### src/rtl/mips_multicycle_ctrl.sv
// Main control FSM of the multicycle MIPS core: sequences fetch/decode/execute/
// memory/write-back and handshakes with unified memory and the multiplier.
module mips_multicycle_ctrl #(
  parameter int CNT_W        = 32,
  parameter int MULT_TIMEOUT = 64
) (
  input  logic             clk,
  input  logic             reset,
  input  logic [5:0]       opcode,
  input  logic [5:0]       funct,
  input  logic             zero,
  input  logic             mem_ready,
  input  logic             mult_done,
  output logic             mem_req,
  output logic             IorD,
  output logic             MemWrite,
  output logic             IRWrite,
  output logic             PCWrite,
  output logic [1:0]       PCSrc,
  output logic             ALUSrcA,
  output logic [1:0]       ALUSrcB,
  output logic [3:0]       ALUControl,
  output logic             RegWrite,
  output logic [1:0]       RegDst,
  output logic [1:0]       MemtoReg,
  output logic             mult_start,
  output logic             lo_to_reg,
  output logic             mult_err,
  output logic [3:0]       state_o,
  output logic [CNT_W-1:0] instr_count
);

  localparam logic [5:0] OP_RTYPE = 6'h00, OP_J    = 6'h02, OP_JAL  = 6'h03;
  localparam logic [5:0] OP_BEQ   = 6'h04, OP_BNE  = 6'h05, OP_ADDI = 6'h08;
  localparam logic [5:0] OP_SLTI  = 6'h0A, OP_ANDI = 6'h0C, OP_ORI  = 6'h0D;
  localparam logic [5:0] OP_LUI   = 6'h0F, OP_LW   = 6'h23, OP_SW   = 6'h2B;
  localparam logic [5:0] FN_SLL   = 6'h00, FN_JR   = 6'h08, FN_MFLO = 6'h12;
  localparam logic [5:0] FN_MULT  = 6'h18, FN_ADD  = 6'h20, FN_OR   = 6'h25;

  localparam int MW = $clog2(MULT_TIMEOUT + 1);
  localparam logic [MW-1:0] MCNT_LAST = MW'(MULT_TIMEOUT - 1);

  typedef enum logic [3:0] {
    S_FETCH     = 4'd0,
    S_DECODE    = 4'd1,
    S_MEMADR    = 4'd2,
    S_MEMRD     = 4'd3,
    S_MEMWB     = 4'd4,
    S_MEMWR     = 4'd5,
    S_EXEC_R    = 4'd6,
    S_EXEC_I    = 4'd7,
    S_ALU_WB    = 4'd8,
    S_BRANCH    = 4'd9,
    S_JUMP      = 4'd10,
    S_JAL       = 4'd11,
    S_JR        = 4'd12,
    S_MULT_WAIT = 4'd13,
    S_MFLO_WB   = 4'd14
  } state_t;

  state_t           state_q, state_d;
  logic             regdst_rd_q, regdst_rd_d;
  logic [MW-1:0]    mcnt_q, mcnt_d;
  logic             err_q, err_d;
  logic [CNT_W-1:0] cnt_q, cnt_d;
  logic             retire;

  always_ff @(posedge clk) begin
    if (reset) begin
      state_q     <= S_FETCH;
      regdst_rd_q <= 1'b0;
      mcnt_q      <= '0;
      err_q       <= 1'b0;
      cnt_q       <= '0;
    end else begin
      state_q     <= state_d;
      regdst_rd_q <= regdst_rd_d;
      mcnt_q      <= mcnt_d;
      err_q       <= err_d;
      cnt_q       <= cnt_d;
    end
  end

  always_comb begin
    state_d     = state_q;
    regdst_rd_d = regdst_rd_q;
    mcnt_d      = '0;
    err_d       = err_q;
    retire      = 1'b0;
    mem_req     = 1'b0;
    IorD        = 1'b0;
    MemWrite    = 1'b0;
    IRWrite     = 1'b0;
    PCWrite     = 1'b0;
    PCSrc       = 2'd0;
    ALUSrcA     = 1'b0;
    ALUSrcB     = 2'd0;
    ALUControl  = 4'd2;
    RegWrite    = 1'b0;
    RegDst      = 2'd0;
    MemtoReg    = 2'd0;
    mult_start  = 1'b0;
    lo_to_reg   = 1'b0;

    case (state_q)
      S_FETCH: begin
        mem_req = 1'b1;
        ALUSrcB = 2'd1;
        if (mem_ready) begin
          IRWrite = 1'b1;
          PCWrite = 1'b1;
          state_d = S_DECODE;
        end
      end
      S_DECODE: begin
        // Branch target is precomputed here so BRANCH can take it from ALUOut.
        ALUSrcB = 2'd3;
        case (opcode)
          OP_LW, OP_SW:   state_d = S_MEMADR;
          OP_BEQ, OP_BNE: state_d = S_BRANCH;
          OP_J:           state_d = S_JUMP;
          OP_JAL:         state_d = S_JAL;
          OP_ADDI, OP_SLTI, OP_ANDI, OP_ORI, OP_LUI: state_d = S_EXEC_I;
          OP_RTYPE: begin
            case (funct)
              FN_JR:   state_d = S_JR;
              FN_MFLO: state_d = S_MFLO_WB;
              default: state_d = S_EXEC_R;
            endcase
          end
          default:        state_d = S_FETCH;
        endcase
      end
      S_MEMADR: begin
        ALUSrcA = 1'b1;
        ALUSrcB = 2'd2;
        state_d = (opcode == OP_SW) ? S_MEMWR : S_MEMRD;
      end
      S_MEMRD: begin
        mem_req = 1'b1;
        IorD    = 1'b1;
        if (mem_ready) state_d = S_MEMWB;
      end
      S_MEMWB: begin
        RegWrite = 1'b1;
        MemtoReg = 2'd1;
        retire   = 1'b1;
        state_d  = S_FETCH;
      end
      S_MEMWR: begin
        mem_req  = 1'b1;
        IorD     = 1'b1;
        MemWrite = 1'b1;
        if (mem_ready) begin
          retire  = 1'b1;
          state_d = S_FETCH;
        end
      end
      S_EXEC_R: begin
        ALUSrcA = 1'b1;
        case (funct)
          FN_OR:   ALUControl = 4'd6;
          FN_SLL:  ALUControl = 4'd8;
          FN_ADD:  ALUControl = 4'd2;
          default: ALUControl = 4'd2;
        endcase
        if (funct == FN_MULT) begin
          mult_start = 1'b1;
          state_d    = S_MULT_WAIT;
        end else begin
          RegDst      = 2'd1;
          regdst_rd_d = 1'b1;
          state_d     = S_ALU_WB;
        end
      end
      S_EXEC_I: begin
        ALUSrcA = 1'b1;
        ALUSrcB = 2'd2;
        case (opcode)
          OP_SLTI: ALUControl = 4'd12;
          OP_ANDI: ALUControl = 4'd5;
          OP_ORI:  ALUControl = 4'd6;
          OP_LUI:  ALUControl = 4'd11;
          default: ALUControl = 4'd2;
        endcase
        regdst_rd_d = 1'b0;
        state_d     = S_ALU_WB;
      end
      S_ALU_WB: begin
        RegWrite = 1'b1;
        RegDst   = {1'b0, regdst_rd_q};
        retire   = 1'b1;
        state_d  = S_FETCH;
      end
      S_BRANCH: begin
        ALUSrcA    = 1'b1;
        ALUControl = 4'd3;
        PCSrc      = 2'd1;
        PCWrite    = (opcode == OP_BEQ) ? zero : !zero;
        retire     = 1'b1;
        state_d    = S_FETCH;
      end
      S_JUMP: begin
        PCWrite = 1'b1;
        PCSrc   = 2'd2;
        retire  = 1'b1;
        state_d = S_FETCH;
      end
      S_JAL: begin
        // PC still holds PC+4 this cycle, so the link value is written before the jump lands.
        PCWrite  = 1'b1;
        PCSrc    = 2'd2;
        RegWrite = 1'b1;
        RegDst   = 2'd2;
        MemtoReg = 2'd2;
        retire   = 1'b1;
        state_d  = S_FETCH;
      end
      S_JR: begin
        PCWrite = 1'b1;
        PCSrc   = 2'd3;
        retire  = 1'b1;
        state_d = S_FETCH;
      end
      S_MULT_WAIT: begin
        mcnt_d = mcnt_q + 1'b1;
        if (mult_done) begin
          retire  = 1'b1;
          state_d = S_FETCH;
        end else if (mcnt_q == MCNT_LAST) begin
          err_d   = 1'b1;
          retire  = 1'b1;
          state_d = S_FETCH;
        end
      end
      S_MFLO_WB: begin
        RegWrite  = 1'b1;
        RegDst    = 2'd1;
        lo_to_reg = 1'b1;
        retire    = 1'b1;
        state_d   = S_FETCH;
      end
      default: state_d = S_FETCH;
    endcase

    cnt_d = cnt_q + CNT_W'(retire);

    // Whatever state is registered, nothing may be written while reset is held.
    if (reset) begin
      mem_req    = 1'b0;
      MemWrite   = 1'b0;
      IRWrite    = 1'b0;
      PCWrite    = 1'b0;
      RegWrite   = 1'b0;
      mult_start = 1'b0;
      lo_to_reg  = 1'b0;
    end
  end

  assign state_o     = state_q;
  assign mult_err    = err_q;
  assign instr_count = cnt_q;

endmodule
### config.mk
export PLATFORM = sky130hd
export DESIGN_NAME = mips_multicycle_ctrl
export DESIGN_NICKNAME = d
export VERILOG_FILES = /design/src/rtl/mips_multicycle_ctrl.sv
export SDC_FILE = /design/constraint.sdc
export NUM_CORES = 1
export LEC_CHECK = 0
export CORE_AREA = 2 2 78 80
export CTS_CLUSTER_DIAMETER = 150
export DETAILED_ROUTE_END_ITERATION = 12
export DIE_AREA = 0 0 80 82
export PLACE_DENSITY = 0.8
export SLEW_MARGIN = 20
export SYNTH_ARGS = -nofsm -noshare
export SYNTH_HDL_FRONTEND = slang
export SYNTH_SLANG_ARGS = --single-unit
### constraint.sdc
create_clock -name clk -period 3.15 [get_ports clk]
set_input_delay 0.315 -clock clk [delete_from_list [all_inputs] [get_ports clk]]
set_output_delay 0.315 -clock clk [all_outputs]
set_load 0.005 [all_outputs]
Word-level counts from Yosys, hierarchy flattened
Cells that the tools add are included.
Cells by class
  add/sub/neg operators: 2
  muxes and demuxes: 42
  reduce and logical (&&, ||, !) cells: 20
  bitwise operators: 2
  equality and inequality tests: 35
Operators by type and width (count)
  $eq 6x4->1 const B: 6
  $add 32x1->32: 1
  $pmux 4 s8: 1
  $eq 4x4->1 const B: 7
  $pmux 4 s6: 1
  $mux 1: 22
  $mux 4: 5
  $eq 6x6->1 const B: 3
  $eq 4x3->1 const B: 4
  $pmux 4 s2: 2
  $pmux 4 s4: 1
  $eq 6x2->1 const B: 2
  $eq 6x3->1 const B: 2
  $eq 6x5->1 const B: 2
  $logic_not 6->1: 2
  $pmux 2 s3: 2
  $pmux 4 s3: 1
  $reduce_or 2->1: 6
  $eq 4x2->1 const B: 2
  $ne 2x2->1 const B: 4
  $pmux 2 s4: 1
  $reduce_or 4->1: 2
  $add 7x1->7 const B: 1
  $eq 7x6->1 const B: 1
  16 further kinds: 20
Storage, ports and cells
  bits in registers: 45
  logic and storage cells: 106
  input port bits: 17

Logic depth before layout (Yosys ltp)
Gate-level depths: netlist (run 1).
  depth after elaboration: 5
  mapped depth: 12
  gate-level depth less buffers: 12

Least setup slack after synthesis (run 1)
OpenSTA, ideal clock, no wires.
  kind: reg2reg
  from: register state_q[2], in the netlist state_o[2]
  to: register cnt_q[26], in the netlist instr_count[26]
  data arrival time: 2520 ps
  stages on the path, launching flop included: 13
  clock period less this slack: 2648 ps
  library setup time: 128 ps
  buffers on the path: 1
  path slack: 502 ps
  cells stage by stage: dfxtp_1 > clkbuf_1 > inv_1 > nor2_1 > nor2_1 > nor2_1 > ha_1 > ha_1 > nand4_1 > nor4_4 > nand4_1 > xor2_1 > nor2_1
Between the ends
  word-level cells in the longest chain between the ends: 4
  elaborated cells between the ends (all ways): 12
  classes of those cells: add/sub: 1; eq/ne: 9; mux: 1; reduce/logical: 1
Ends and longest elaborated chain
  start, declared: RTL line 61  | state_t state_q, state_d;
  start signal, assigned: RTL line 76  | state_q <= state_d;
  $eq 4x4->1 or $eq 4x3->1 (tied branches): RTL line 105  | case (state_q)
  $reduce_or 7->1 (no source line)
  $pmux 1 s3 *: RTL line 105
  $add 32x1->32 *: RTL line 246  | cnt_d = cnt_q + CNT_W'(retire);
  end signal, assigned: RTL line 80  | cnt_q <= cnt_d;
  end, declared: RTL line 65  | logic [CNT_W-1:0] cnt_q, cnt_d;
Every way passes the cells marked *; elsewhere a longest branch is shown, timed or not.
A chain may end at the register's enable or synchronous reset.

Worst setup path in the final report (run 1)
  from: input opcode[3]
  to: output ALUControl[0]
Between the ends
  word-level cells in the longest chain between the ends: 3
  elaborated cells between the ends (all ways): 6
  classes of those cells: eq/ne: 4; mux: 2
Ends and longest elaborated chain
  start, declared: RTL line 9  | input logic [5:0] opcode,
  $eq 6x4->1: RTL line 179  | case (opcode)
  $pmux 4 s4 *: RTL line 179
  $pmux 4 s3 *: RTL line 105
  end, declared: RTL line 22  | output logic [3:0] ALUControl,
Marks and branches as above.

==> flow_summary.toml, run 1 <==
[pwr]
p_per_area_nw_per_um2 = 325.3
vdd_drop_max_mv = 0.2078
p_leak_nw = 1.311
power.total_mw = 1.175

[clock_tree]
cts_resized = 0
ctsLongestPathBuffers = 2
htree_levels = 2
numCtsBuffers = 5
path_clk_slew_ps = 80
post_cts_buffers = 0
cts_sinks = 45
ctsRootBufferMaster = "clkbuf_8"
cts_tree = "yes"
worstSkewPairLatency_ps = 290

[outcome]
status = "completed"

[detailed_routing]
totalWireLength_mm = 6.837
num_vias = 2691
antenna_left = 0
wl_per_cell_um = 14.07
via_per_inst = 5.537
drt_first_pass_iters = 4
drcViolationCount = 0
drt_iter0_markers = 128

[layout]
layout_commonest_cell = "clkdlybuf4s50_1"
final_cells = 486
num_antenna_cells = 0
nets = 430
final_cell_mix = "clkdlybuf4s50_1 (74), nor2_1 (59), dfxtp_1 (45)"
fillers = 530
drive_above_1_share = 0.07543
fin_util = 0.6285
syn2layout_area_growth_pct = 36.45

[place]
post-place-cells = 478
place_congestion = 0.8769
numPortBuffers = 74
dp_hpwl_mm = 5.083
dp_slack_ps = 61.45

[timing]
hold_viol = 0
period_needed_ps = 2857
relSlewSlack = 0.6068
period_share = 0.9069
max_freq_ghz = 0.3501
final_max_slew_viol_count = 0
worst_pin_slew_ps = 582.4
rsz0062_at_grt = "false"
setup_viol = 0
postLayoutSetupSlackWorst_ps = 293.3
final.setup.tns_ps = 0
fin_skew_ps = 8.653

[synthesis]
yosysSeqAreaShare = 0.3404
syn_inst = 336
synth_cell_types = 55
synthMuxAreaShare = 0
synth_top_family_by_area = "simple AND/OR/NAND/NOR gates"
synth_compound_area_frac = 0.1338
async_flop_share = 0
synth.avg_cell_area_um2 = 7.876
syn_nets = 356
synth-edff-count = 0
synthAdderAreaFrac = 0.01418
yosys.area_share.simple = 0.3570
synth-seq-cells = 45
synth_area_um2 = 2646
ys.flop_type = "dfxtp_1"
ys_warn_count = 0
yosys.area_share.xor_xnor = 0.1158

[job]
cap_violations = 0

[global_route]
antenna_found_initial = 0
grt_util_all_layers = 0.2075
grt_overflow = 0
grt_max_degree = 37
grt_pass1_wl_mm = 10.94
grt_pass1_vias = 2402

[setup_path]
path_max_fanout = 8
crit_type = "in2out"
critPathRequiredTime_ps = 2830
start_kind = "input pin"
cp.arrival_ps = 2540
endpoint_kind = "output port"

[floorplanning]
die_width_um = 80
initial_utilization = 0.4606
die-area_um2 = 6560
die_h_um = 82
rows = 28
core_area_um2 = 5746
ioPinCount = 75

[worst_hold_path]
hp-class = "reg2reg"
-- sequential cells by signal (all words and copies together) (netlist names) --
name,flops
mult_err,1
regdst_rd_q,1
instr_count,32
mcnt_q,7
state_o,4
-- timing repair --
action,in CTS,in global routing
hold buffers,0,0
setup endpoints to repair,0,9
hold endpoints to repair,0,0
-- Yosys cell counts, types with 4 or more instances --
cell type	instances	area, µm²
nor4_1	4	25.02
or3_1	7	43.79
nor2b_1	9	56.30
xnor2_1	11	96.34
nor3_1	8	40.04
and3_1	8	50.05
o21ai_0	10	50.05
nand3_1	18	90.09
nand4_1	11	68.82
dfxtp_1	45	900.9
xor2_1	24	210.2
nor2_1	59	221.5
a21oi_1	15	75.07
nand2b_1	5	31.28
inv_1	7	26.28
clkbuf_1	15	56.30
nand2_1	25	93.84
-- through the flow --
stage	hold WS, ps	cell area, µm²
after floorplan	430.2	2646
after global placement	445.7	3495
after detailed placement	455.1	3495
after CTS	473.9	3611
after global routing	484.2	3611
final	472.5	3611
-- metal layers --
| metal | vias to the layer above | GRT usage | share of wire |
|---|---|---|---|
| met5 | - | 0 | 0 |
| met4 | 0 | 0.06441 | 0.012 |
| met3 | 8 | 0.03846 | 0.049 |
| met2 | 88 | 0.3608 | 0.50 |
| met1 | 1271 | 0.2604 | 0.44 |
| li1 | 1324 | - | - |
-- logic make-up (layout without fill, tap and decap cells) --
kind of cell             Yosys count  count (layout)
XOR/XNOR                          35              35
adder cells (fa/ha/maj)            3               3
buffers and inverters             26             101
AO/OA/AOI/OAI                     54              54
AND/OR/NAND/NOR                  173             173
flip-flops                        45              45
-- cell type report --
class | instances | area [µm²] | share of cell area
Clock inverter | 1 | 30.03 | 0.008316
Tap cell | 75 | 93.84 | 0.02599
Clock buffer | 7 | 86.33 | 0.02391
Multi-Input combinational cell | 265 | 1643 | 0.4550
Timing Repair Buffer | 86 | 830.8 | 0.2301
Inverter | 7 | 26.28 | 0.007277
Sequential cell | 45 | 900.9 | 0.2495
-- where the power goes --
part	total, mW	internal [mW]	switching (mW)
clock network	0.446	0.259	0.188
logic	0.155	0.0745	0.0807
registers	0.573	0.571	0.00229
-- worst max-delay path, cell delays in order --
cell and delay [ps]:
clkdlybuf4s50_1 610, nor2b_1 330, nor2b_1 190, nand4_1 200, o31ai_1 340, clkdlybuf4s50_1 560
-- final timing paths --
check | start | to | slack, ps | cells past startpoint
worst max-delay path | opcode[3] | ALUControl[0] | 290 | 6
worst min register to register | mcnt_q[0] | mcnt_q[0] | 470 | 1
worst max register to register | mcnt_q[0] | instr_count[26] | 320 | 12
worst min-delay path | mcnt_q[0] | mcnt_q[0] | 470 | 1
No activity file was read; power rests on OpenSTA's default activity.
==> run 2, diff against run 1 <==
--- a/config.mk
+++ b/config.mk
@@ -5,6 +5,7 @@
 export SDC_FILE = /design/constraint.sdc
 export NUM_CORES = 1
 export LEC_CHECK = 0
+export CAP_MARGIN = 20
 export CORE_AREA = 2 2 78 80
 export CTS_CLUSTER_DIAMETER = 150
 export DETAILED_ROUTE_END_ITERATION = 12
@@ -14,3 +15,4 @@
 export SYNTH_ARGS = -nofsm -noshare
 export SYNTH_HDL_FRONTEND = slang
 export SYNTH_SLANG_ARGS = --single-unit
+export TNS_END_PERCENT = 30
==> constraint.sdc (replaced) <==
create_clock -name clk -period 3.05 [get_ports clk]
set_input_delay 0.305 -clock clk [delete_from_list [all_inputs] [get_ports clk]]
set_output_delay 0.305 -clock clk [all_outputs]
set_load 0.005 [all_outputs]
==> flow_summary.toml, run 2 (synthesis results as in run 1) <==
[outcome]
status = "completed"

[floorplanning]
initial_utilization = 0.4606
die-area_um2 = 6560
die_width_um = 80
core_area_um2 = 5746
ioPinCount = 75
die_h_um = 82
rows = 28

[timing]
max_freq_ghz = 0.3567
postLayoutSetupSlackWorst_ps = 246.2
hold_ws_ps = 477.8
setup_viol = 0
worst_pin_slew_ps = 517.2
relSlewSlack = 0.6520
period_needed_ps = 2804
period_share = 0.9193
rsz0062_at_grt = "false"
fin_skew_ps = 3.252
final_max_slew_viol_count = 0
final.setup.tns_ps = 0
hold_viol = 0

[detailed_routing]
drt_iter0_markers = 95
wl_per_cell_um = 13.70
totalWireLength_mm = 6.701
num_vias = 2678
via_per_inst = 5.476
antenna_left = 0
drt_first_pass_iters = 4
drcViolationCount = 0

[setup_path]
endpoint_kind = "output port"
path_max_fanout = 8
crit_type = "in2out"
critPathRequiredTime_ps = 2740
start_kind = "input pin"
cp.arrival_ps = 2500

[layout]
fin_util = 0.6298
layout_commonest_cell = "clkdlybuf4s50_1"
fillers = 511
largest_reg_flops = 32
syn2layout_area_growth_pct = 36.74
num_antenna_cells = 0
final_cell_mix = "clkdlybuf4s50_1 (74), nor2_1 (59), dfxtp_1 (45)"
nets = 433
drive_above_1_share = 0.08454

[global_route]
antenna_found_initial = 0
grt_max_degree = 38
grt_overflow = 0
grt_pass1_vias = 2369
grt_util_all_layers = 0.2065
grt_pass1_wl_mm = 10.88

[clock_tree]
cts_resized = 0
cts_tree = "yes"
path_clk_slew_ps = 80
ctsLongestPathBuffers = 2
htree_levels = 2
numCtsBuffers = 5
worstSkewPairLatency_ps = 300
cts_sinks = 45
ctsRootBufferMaster = "clkbuf_8"

[pwr]
pwr-share-comb = 0.136
p_per_area_nw_per_um2 = 317.5
clkPwrFrac = 0.349
vdd_drop_max_mv = 0.2472
p_int_uw = 869.6
p_switching_uw = 279.3
pwr-share-seq = 0.515
p_leak_nw = 1.324
sw_frac_of_total = 0.2431

[place]
numPortBuffers = 74
place_congestion = 0.8565
dp_slack_ps = -10.47
dp_hpwl_mm = 5.068

[job]
cap_violations = 0

[worst_hold_path]
hp-class = "reg2reg"
-- run 2: cell types whose count changed in the layout (fill, tap and decap cells not counted), sizes merged --
cell	before	now
bufinv	1	0
clkinv	0	1
buf	12	15
-- run 2: power groups by stage --
| stage | clock (mW) | sequential, mW | combinational, mW |
|---|---|---|---|
| 2_1_floorplan | 0 | 0.605 | 0.0865 |
| 3_3_place_gp | 0 | 0.605 | 0.154 |
| 3_5_place_dp | 0 | 0.605 | 0.155 |
| 4_1_cts | 0.410 | 0.591 | 0.156 |
| 5_1_grt | 0.431 | 0.592 | 0.172 |
| 6_report | 0.401 | 0.591 | 0.156 |
-- run 2: layer usage --
metal	wire, µm	global-route usage	up-vias
li1	-	-	1344
met1	2919	0.2692	1252
met2	3358	0.3525	73
met3	341	0.04286	9
met4	81	0.04576	0
met5	0	0	-
-- run 2: final timing paths --
check | from | cells past startpoint | to | slack (ps)
worst max-delay path | opcode[3] | 6 | ALUControl[0] | 250
worst min register to register | mcnt_q[0] | 1 | mcnt_q[0] | 480
worst max register to register | mcnt_q[2] | 13 | instr_count[12] | 300
worst min-delay path | mcnt_q[0] | 1 | mcnt_q[0] | 480
-- run 2: per-stage QoR --
step / power, mW / cell area (µm²) / instances
6_report: 1.149 / 3618 / 489
5_1_grt: 1.195 / 3618 / 489
4_1_cts: 1.157 / 3611 / 488
3_5_place_dp: 0.7602 / 3510 / 480
3_3_place_gp: 0.7593 / 3510 / 480
2_1_floorplan: 0.6918 / 2646 / 336
-- run 2: repair_timing --
action                                 in CTS  in global routing
endpoints found under the hold margin       0                  0
setup buffers                               0                  1
hold buffers                                0                  0
setup endpoints to repair                   0                  9
-- run 2: critical path, stage by stage --
cell             delay (ps)
clkdlybuf4s50_1         620
nor2b_1                 330
nor2b_1                 190
nand4_1                 190
o31ai_1                 310
clkdlybuf4s50_1         560
-- run 2: layout make-up --
cell class / instances / area (µm²) / share of cell area
inverter: 7 / 26.28 / 0.007261
sequential: 45 / 900.9 / 0.2490
tap: 75 / 93.84 / 0.02593
clock buffer: 7 / 96.34 / 0.02663
clock inverter: 1 / 5.005 / 0.001383
timing repair buffer: 89 / 853.3 / 0.2358
multi-input combinational: 265 / 1643 / 0.4540
